**src/rtl/bip_control.sv**
```systemverilog
// BIP processor control unit: opcode decode into datapath strobes, PC advance,
// run/step/halt sequencing and a saturating retired-instruction counter.
module bip_control #(
    parameter int unsigned PC_LENGTH     = 11,
    parameter int unsigned OPCODE_LENGTH = 5,
    parameter int unsigned COUNT_WIDTH   = 16
) (
    input  logic                     clk,
    input  logic                     reset,
    input  logic                     start,
    input  logic                     step,
    input  logic [OPCODE_LENGTH-1:0] opcode,
    input  logic [PC_LENGTH-1:0]     program_count,
    output logic [PC_LENGTH-1:0]     new_program_count,
    output logic                     enable,
    output logic [1:0]               sel_a,
    output logic                     sel_b,
    output logic                     op,
    output logic                     wr_acc,
    output logic                     wr_ram,
    output logic                     rd_ram,
    output logic                     halted,
    output logic [COUNT_WIDTH-1:0]   instr_count
);

    typedef enum logic [1:0] {StIdle, StRun, StStep, StHalted} state_e;

    localparam logic [OPCODE_LENGTH-1:0] OpHlt  = OPCODE_LENGTH'(0);
    localparam logic [OPCODE_LENGTH-1:0] OpSto  = OPCODE_LENGTH'(1);
    localparam logic [OPCODE_LENGTH-1:0] OpLd   = OPCODE_LENGTH'(2);
    localparam logic [OPCODE_LENGTH-1:0] OpLdi  = OPCODE_LENGTH'(3);
    localparam logic [OPCODE_LENGTH-1:0] OpAdd  = OPCODE_LENGTH'(4);
    localparam logic [OPCODE_LENGTH-1:0] OpAddi = OPCODE_LENGTH'(5);
    localparam logic [OPCODE_LENGTH-1:0] OpSub  = OPCODE_LENGTH'(6);
    localparam logic [OPCODE_LENGTH-1:0] OpSubi = OPCODE_LENGTH'(7);

    state_e                 state_q, state_d;
    logic [COUNT_WIDTH-1:0] count_q, count_d;
    logic                   active;
    logic                   is_hlt;

    always_ff @(posedge clk) begin
        if (reset) begin
            state_q <= StIdle;
            count_q <= '0;
        end else begin
            state_q <= state_d;
            count_q <= count_d;
        end
    end

    assign active = (state_q == StRun) || (state_q == StStep);
    assign is_hlt = (opcode == OpHlt);

    always_comb begin
        state_d = state_q;
        unique case (state_q)
            StIdle: begin
                if (start) begin
                    state_d = StRun;
                end else if (step) begin
                    state_d = StStep;
                end
            end
            StRun:    state_d = is_hlt ? StHalted : StRun;
            StStep:   state_d = is_hlt ? StHalted : StIdle;
            StHalted: state_d = StHalted;
            default:  state_d = StIdle;
        endcase
    end

    // HLT never retires, so the count matches the number of PC advances.
    always_comb begin
        count_d = count_q;
        if (active && !is_hlt && (count_q != '1)) begin
            count_d = count_q + COUNT_WIDTH'(1);
        end
    end

    always_comb begin
        enable = 1'b0;
        sel_a  = 2'b00;
        sel_b  = 1'b0;
        op     = 1'b0;
        wr_acc = 1'b0;
        wr_ram = 1'b0;
        rd_ram = 1'b0;
        if (active) begin
            case (opcode)
                OpHlt: ;
                OpSto: begin
                    wr_ram = 1'b1;
                    enable = 1'b1;
                end
                OpLd: begin
                    rd_ram = 1'b1;
                    wr_acc = 1'b1;
                    enable = 1'b1;
                end
                OpLdi: begin
                    wr_acc = 1'b1;
                    sel_a  = 2'b01;
                    enable = 1'b1;
                end
                OpAdd, OpSub: begin
                    rd_ram = 1'b1;
                    wr_acc = 1'b1;
                    sel_a  = 2'b10;
                    op     = (opcode == OpSub);
                    enable = 1'b1;
                end
                OpAddi, OpSubi: begin
                    wr_acc = 1'b1;
                    sel_a  = 2'b10;
                    sel_b  = 1'b1;
                    op     = (opcode == OpSubi);
                    enable = 1'b1;
                end
                default: enable = 1'b1;
            endcase
        end
    end

    assign new_program_count = program_count + PC_LENGTH'(1);
    assign halted            = (state_q == StHalted);
    assign instr_count       = count_q;

endmodule

```
**config.mk**
```make
export PLATFORM = sky130hd
export DESIGN_NAME = bip_control
export DESIGN_NICKNAME = d
export VERILOG_FILES = /design/src/rtl/bip_control.sv
export SDC_FILE = /design/constraint.sdc
export NUM_CORES = 1
export LEC_CHECK = 0
export CORE_ASPECT_RATIO = 2
export CORE_MARGIN = 2
export CORE_UTILIZATION = 43
export CTS_CLUSTER_SIZE = 8
export DETAILED_ROUTE_END_ITERATION = 10
export GPL_ROUTABILITY_DRIVEN = 0
export PLACE_DENSITY = 0.8
export RECOVER_POWER = 25
export SYNTH_ARGS = -nofsm -noshare
export SYNTH_HDL_FRONTEND = slang
export SYNTH_SLANG_ARGS = --single-unit
```
**constraint.sdc**
```tcl
create_clock -name clk -period 2.2 [get_ports clk]
set_input_delay 0.55 -clock clk [delete_from_list [all_inputs] [get_ports clk]]
set_output_delay 0.55 -clock clk [all_outputs]
set_load 0.01 [all_outputs]
```
**Yosys cells after proc, flatten, opt, wreduce, memory -nomap -nowiden**

Cells that the tools add are included.

- Bits in registers: 18
- Input bits: 20
- Output and inout bits: 36

- Add/sub/neg operators: 2
- Equal/unequal tests: 12
- Multiplexer cells: 19
- Reduce and logical (&&, ||, !) cells: 11

Operators by type and width:

| operator | number |
|---|---|
| 5-bit by 3-bit equality test with 1-bit output (second input constant) | 4 |
| 16-bit by 1-bit adder with 16-bit output (second input constant) | 1 |
| 16-bit != test (second input constant) | 1 |
| 11-bit by 1-bit adder with 11-bit output (second input constant) | 1 |
| 1-bit 2-to-1 mux | 11 |
| 5-bit by 2-bit equality test with 1-bit output (second input constant) | 2 |
| 2-bit 2-to-1 mux | 5 |
| 2-bit one-hot mux with 4 select lines | 1 |
| 6-bit OR reduction | 1 |
| 5-bit by 1-bit equality test with 1-bit output (second input constant) | 1 |
| 5-bit logical NOT | 1 |
| 2-bit equality test (second input constant) | 2 |
| 2-bit one-hot mux with 2 select lines | 1 |
| 2-bit OR reduction | 2 |
| 4-bit OR reduction | 1 |
| 3-bit != test (second input constant) | 1 |
| 3-bit OR reduction | 1 |
| 2-bit by 1-bit equality test with 1-bit output (second input constant) | 1 |
| 1-bit logical AND | 2 |
| 2-bit logical NOT | 1 |
| 1-bit one-hot mux with 2 select lines | 1 |
| 1-bit logical NOT | 1 |
| 1-bit logical OR | 1 |

**Logic depth before layout (Yosys ltp)**

Gate-level depths: netlist of the first run.

- Word-level depth: 4
- Gate-level depth with buffers: 6

**Worst setup path before layout of the first run**

OpenSTA, ideal clock, no wires.

- Path kind: register to output
- Start point: register state_q[0]
- End point: output port rd_ram
- Arrival: 1561 ps
- Data required time: 1650 ps
- Path slack: 89 ps
- Cell stages (with the launch flop): 6
- Buffers on the path: 0
- Cell sequence: dfxtp_1 inv_1 ha_1 nor3b_1 o21a_1 nor2b_1

- Cells in the longest elaborated chain, start to end: 3
- Elaborated cells between the ends (all ways): 4
- Classes of those cells: eq/ne: 2; mux: 1; reduce/logical: 1

Ends and longest elaborated chain:

| element | RTL line | RTL |
|---|---|---|
| start, declared | 37 | `state_e state_q, state_d;` |
| start signal, assigned | 44 | `state_q <= StIdle;` |
| start signal, assigned | 47 | `state_q <= state_d;` |
| 2-bit by 1-bit equality test with 1-bit output or 2-bit equality test (tied branches) | 52 | `assign active = (state_q == StRun) \|\| (state_q == StStep);` |
| 1-bit logical OR * | 52 |  |
| 1-bit 2-to-1 mux * | 88 | `if (active) begin` |
| end, declared | 21 | `output logic rd_ram,` |

Mark *: on every way between the ends. The rest lies on a longest branch, timed or not.

**Worst setup path after layout of the first run**

- Start point: register state_q[1]
- End point: output port sel_a[0]

- Cells in the longest elaborated chain, start to end: 3
- Elaborated cells between the ends (all ways): 4
- Classes of those cells: eq/ne: 2; mux: 1; reduce/logical: 1

Ends and longest elaborated chain:

| element | RTL line | RTL |
|---|---|---|
| 2-bit by 1-bit equality test with 1-bit output or 2-bit equality test (tied branches) | 52 |  |
| 1-bit logical OR * | 52 |  |
| 2-bit 2-to-1 mux * | 88 |  |
| end, declared | 16 | `output logic [1:0] sel_a,` |

Marked as above.

==> metrics.md, run 1 <==
| Metric | Value |
|---|---|
| Cell area after layout | `2310 um^2` |
| Num rows | `29` |
| TritonCTS clock tree | `built` |
| Overall power | `about 1.1 mW` |
| Power share of the clock group | `roughly 24%` |
| Clock Latency Late Sink | `0.26 ns` |
| Fraction of layout cells with a size suffix above 1 | `39.1%` |
| Pwr dens | `490 nW/um^2` |
| Status | `finished, violations left` |
| Crit end category | `primary output` |
| GRT Total Usage | `24.8%` |
| Syn Area/Cell | `between 8 and 9 um^2` |
| Initial antenna violation count | `0` |
| Worst hold path depth | `2` |
| Clock buffer depth | `2` |
| Top-Level Pins | `56` |
| Max-Cap Viols | `0` |
| Minimum clock period | `2.20 ns` |
| Die height | `83.9 um` |
| CP max FO | `4` |
| Clk slew on worst S/H paths | `0.07 ns` |
| Worst setup margin | `-0.00311 ns` |
| VDD IR max | `0.454 mV` |
| Placed Cells | `around 280` |
| Max stage delay on crit path | `roughly 0.33 ns` |
| Req. time, crit path | `approximately 1.7 ns` |
| Sequential fraction of the synthesis area | `around a quarter` |
| Crit path DAT | `1.65 ns` |
| Starting Density | `43.9%` |
| Final hold vios | `0` |
| Pleak | `0.995 nW` |
| Vias in the first global route | `~1600` |
| Diodes inserted | `0` |
| Synth Net Count | `190` |
| Hold Path Class | `reg -> reg` |
| Clock Tree Root | `clkbuf_8` |
| Number of remaining DRC errors | `0` |
| Placed cell areas | `2180 um^2` |
| Logic pwr share | `43.6%` |
| Crit start category | `flip-flop` |
| Critical path class | `reg -> out` |
| Clock Sink Count | `18` |
| Post-Syn Area | `1370 um^2` |
| Final Slew Violations | `0` |
| Pin count of the biggest net entering global routing | `33` |
| Die area | `3680 um^2` |
| Fillers | `240` |
| First-pass GRT wire length | `7.10 mm` |
| Synthesis-to-layout area growth | `68.3%` |
| R2R cell count | `6` |
| Netlist cell types | `41` |
| Cells after Synth | `163` |
| Setup_tns | `-0.00311 ns` |
| CTS Buf Count | `3` |
| Final Instance Count excl. Fillers | `just under 300` |
| DRT Wirelength | `around 4.3 mm` |
| Vias post-DR | `1624` |
| Failing checks | `negative setup slack` |
| Iter 0 DRT Violations | `53` |
| Gr ovfl total | `0` |
| H-Tree Level Count | `1` |
| Pre-antenna DRT Iters | `4` |
| Synth Register Bits | `18` |
| WL/cell | `14.8 um` |
| Placeable core area | `around 3100 um^2` |
| Total of warnings raised by yosys | `0` |
| Net switching power | `344 uW` |
| Setup violations, final | `1` |
| Slowest CP cell | `dfxtp_2` |
| Internal power | `786 uW` |
| Dpl hpwl | `3.11 mm` |
| Worst-Margin Slew | `about 0.43 ns` |
| Peak Freq | `0.454 GHz` |
| Die width | `43.9 um` |
| # nets final | `286` |
| Final ANT Viol Nets | `0` |
| Final period util | `100%` |
| RSZ-0062 raised after global routing | `true` |
| Switching portion of total power | `between 30% and 40%` |
| Flop pwr share | `between 30% and 40%` |
| CP Cell Sequence | `inv_2 -> ha_4 -> nor3b_4 -> buf_6 -> nand2_2 -> nor3b_2 -> buf_2` |
| Port Buf Inserts | `55` |
| Setup Skew | `0.00147 ns` |
| Max_slew headroom | `70.8%` |
| Via density | `~5.6` |
-- critical path: cells and delay by family, from the launching register on --
family | cells | cell delay, ns
fa+ha+maj | 1 | 0.27
buf+inv | 3 | 0.34
flops | 1 | 0.33
simple gates | 3 | 0.46
-- stage by stage --
stage / hold slack [ns] / setup WS (ns) / util, %
after floorplan: 0.497 / 0.0892 / -
after global placement: 0.552 / -0.708 / 69.9
after detailed placement: 0.559 / -0.752 / 69.9
after CTS: 0.591 / 0.0153 / 72.1
after global routing: 0.629 / -0.0625 / 74.0
final: 0.600 / -0.00311 / 74.0
-- kinds of logic after synthesis --
logic type      count (synthesis)  synth area share (%)
buf+inv                        11                  3.92
compound gates                 21                  11.9
simple gates                   84                  35.2
mux                            13                  10.6
xor+xnor                        9                  5.75
fa+ha+maj                       7                  6.39
flops                          18                  26.3
-- synth_stat cells --
library cell    count  area share [%]
dfxtp_1            18              26
nor2_1             16             4.4
nor2b_1            13             5.9
mux2_2             12             9.9
nand2_1            10             2.7
nand3_1             9             3.3
ha_1                7             6.4
xnor2_1             7             4.5
a21oi_1             6             2.2
inv_1               6             1.6
a211oi_1            5             2.7
nor3_1              5             1.8
nor4_1              5             2.3
nand4_1             4             1.8
nor3b_1             4             2.2
a2111oi_0           2             1.3
and3_1              2            0.91
clkbuf_1            2            0.55
nand2b_1            2            0.91
o21a_1              2             1.1
o21ai_4             2             2.4
o31ai_1             2             1.1
or2_2               2            0.91
or4_1               2             1.1
xor2_1              2             1.3
and2_1              1            0.46
and2_2              1            0.55
and2b_2             1            0.64
and3_2              1            0.55
and4_1              1            0.64
and4b_1             1            0.73
buf_4               1            0.55
dlymetal6s2s_1      1            0.91
inv_2               1            0.27
mux2i_1             1            0.73
nand3b_1            1            0.55
nor4_4              1             1.6
o22ai_1             1            0.46
o41ai_1             1            0.64
or3_1               1            0.46
or4_4               1            0.82
-- layout by cell type, fill, tap and decap left out, types with 3 or more instances in the layout --
| cell | Yosys | final |
|---|---|---|
| dlygate4sd2_1 | 0 | 8 |
| nor2b_1 | 13 | 12 |
| buf_4 | 1 | 39 |
| nand2_1 | 10 | 9 |
| nor2_1 | 16 | 15 |
| a211oi_1 | 5 | 5 |
| nor4_1 | 5 | 5 |
| clkdlybuf4s50_1 | 0 | 18 |
| nand4_1 | 4 | 4 |
| mux2_2 | 12 | 12 |
| nor3_1 | 5 | 3 |
| a21oi_1 | 6 | 6 |
| dlygate4sd3_1 | 0 | 9 |
| clkbuf_8 | 0 | 4 |
| nand3_1 | 9 | 8 |
| buf_6 | 0 | 4 |
| inv_1 | 6 | 4 |
| dfxtp_1 | 18 | 16 |
| inv_2 | 1 | 3 |
| xnor2_1 | 7 | 7 |
| ha_1 | 7 | 5 |
| buf_2 | 0 | 13 |
-- state kept, by name, indices dropped and copies added, names as in the netlist --
register and count:
instr_count 16, state_q 2
-- worst paths after layout --
check	start	end	slack, ns
worst max-delay path	state_q[1]$_SDFFE_PP0P_	sel_a[0]	-0.003
worst min-delay path	instr_count[12]$_SDFFE_PP0P_	instr_count[12]$_SDFFE_PP0P_	0.60
worst max register to register	instr_count[0]$_SDFFE_PP0P_	instr_count[10]$_SDFFE_PP0P_	0.18
worst min register to register	instr_count[12]$_SDFFE_PP0P_	instr_count[12]$_SDFFE_PP0P_	0.60
-- repair_timing --
item / CTS / global route
setup endpoints to repair: 22 / 11
cloned: 0 / 0
setup buffers: 4 / 3
pin swaps: 6 / 6
hold buffers: 0 / 0
resized for setup: 92 / 16
endpoints found under the hold margin: 0 / 0
-- power by group through the flow --
stage	clock network [mW]	registers, mW	logic (mW)
floorplan	0	0.377	0.187
global placement	0	0.368	0.442
detailed placement	0	0.369	0.449
CTS	0.280	0.365	0.457
global route	0.295	0.369	0.534
finish	0.274	0.364	0.493
-- final cells by class --
cell class                      count  area (um^2)  area share [%]
Inverter                            7         26.3            1.14
Tap cell                           31         38.8            1.68
Clock buffer                        4         55.1            2.38
Timing Repair Buffer               95          773            33.5
Multi-Input combinational cell    134         1050            45.6
Sequential cell                    18          363            15.7
-- routing by layer --
| layer | routed length (um) | up-vias | track usage, % |
|---|---|---|---|
| met3 | 211 | 17 | 3.68 |
| met4 | 150 | 0 | 12.4 |
| met2 | 2590 | 63 | 48.0 |
| met5 | 0 | - | 0 |
| met1 | 1320 | 765 | 22.6 |
| li1 | - | 779 | - |
Note: power is estimated with default switching activity, not from simulation.
==> run 2: changes to the inputs <==
--- a/config.mk
+++ b/config.mk
@@ -8,7 +8,7 @@
 export CORE_ASPECT_RATIO = 2
 export CORE_MARGIN = 2
 export CORE_UTILIZATION = 43
-export CTS_CLUSTER_SIZE = 8
+export CTS_CLUSTER_SIZE = 10
 export DETAILED_ROUTE_END_ITERATION = 10
 export GPL_ROUTABILITY_DRIVEN = 0
 export PLACE_DENSITY = 0.8
==> results of run 2 <==
The final DEF is identical to that of run 1; final timing and power are the same.
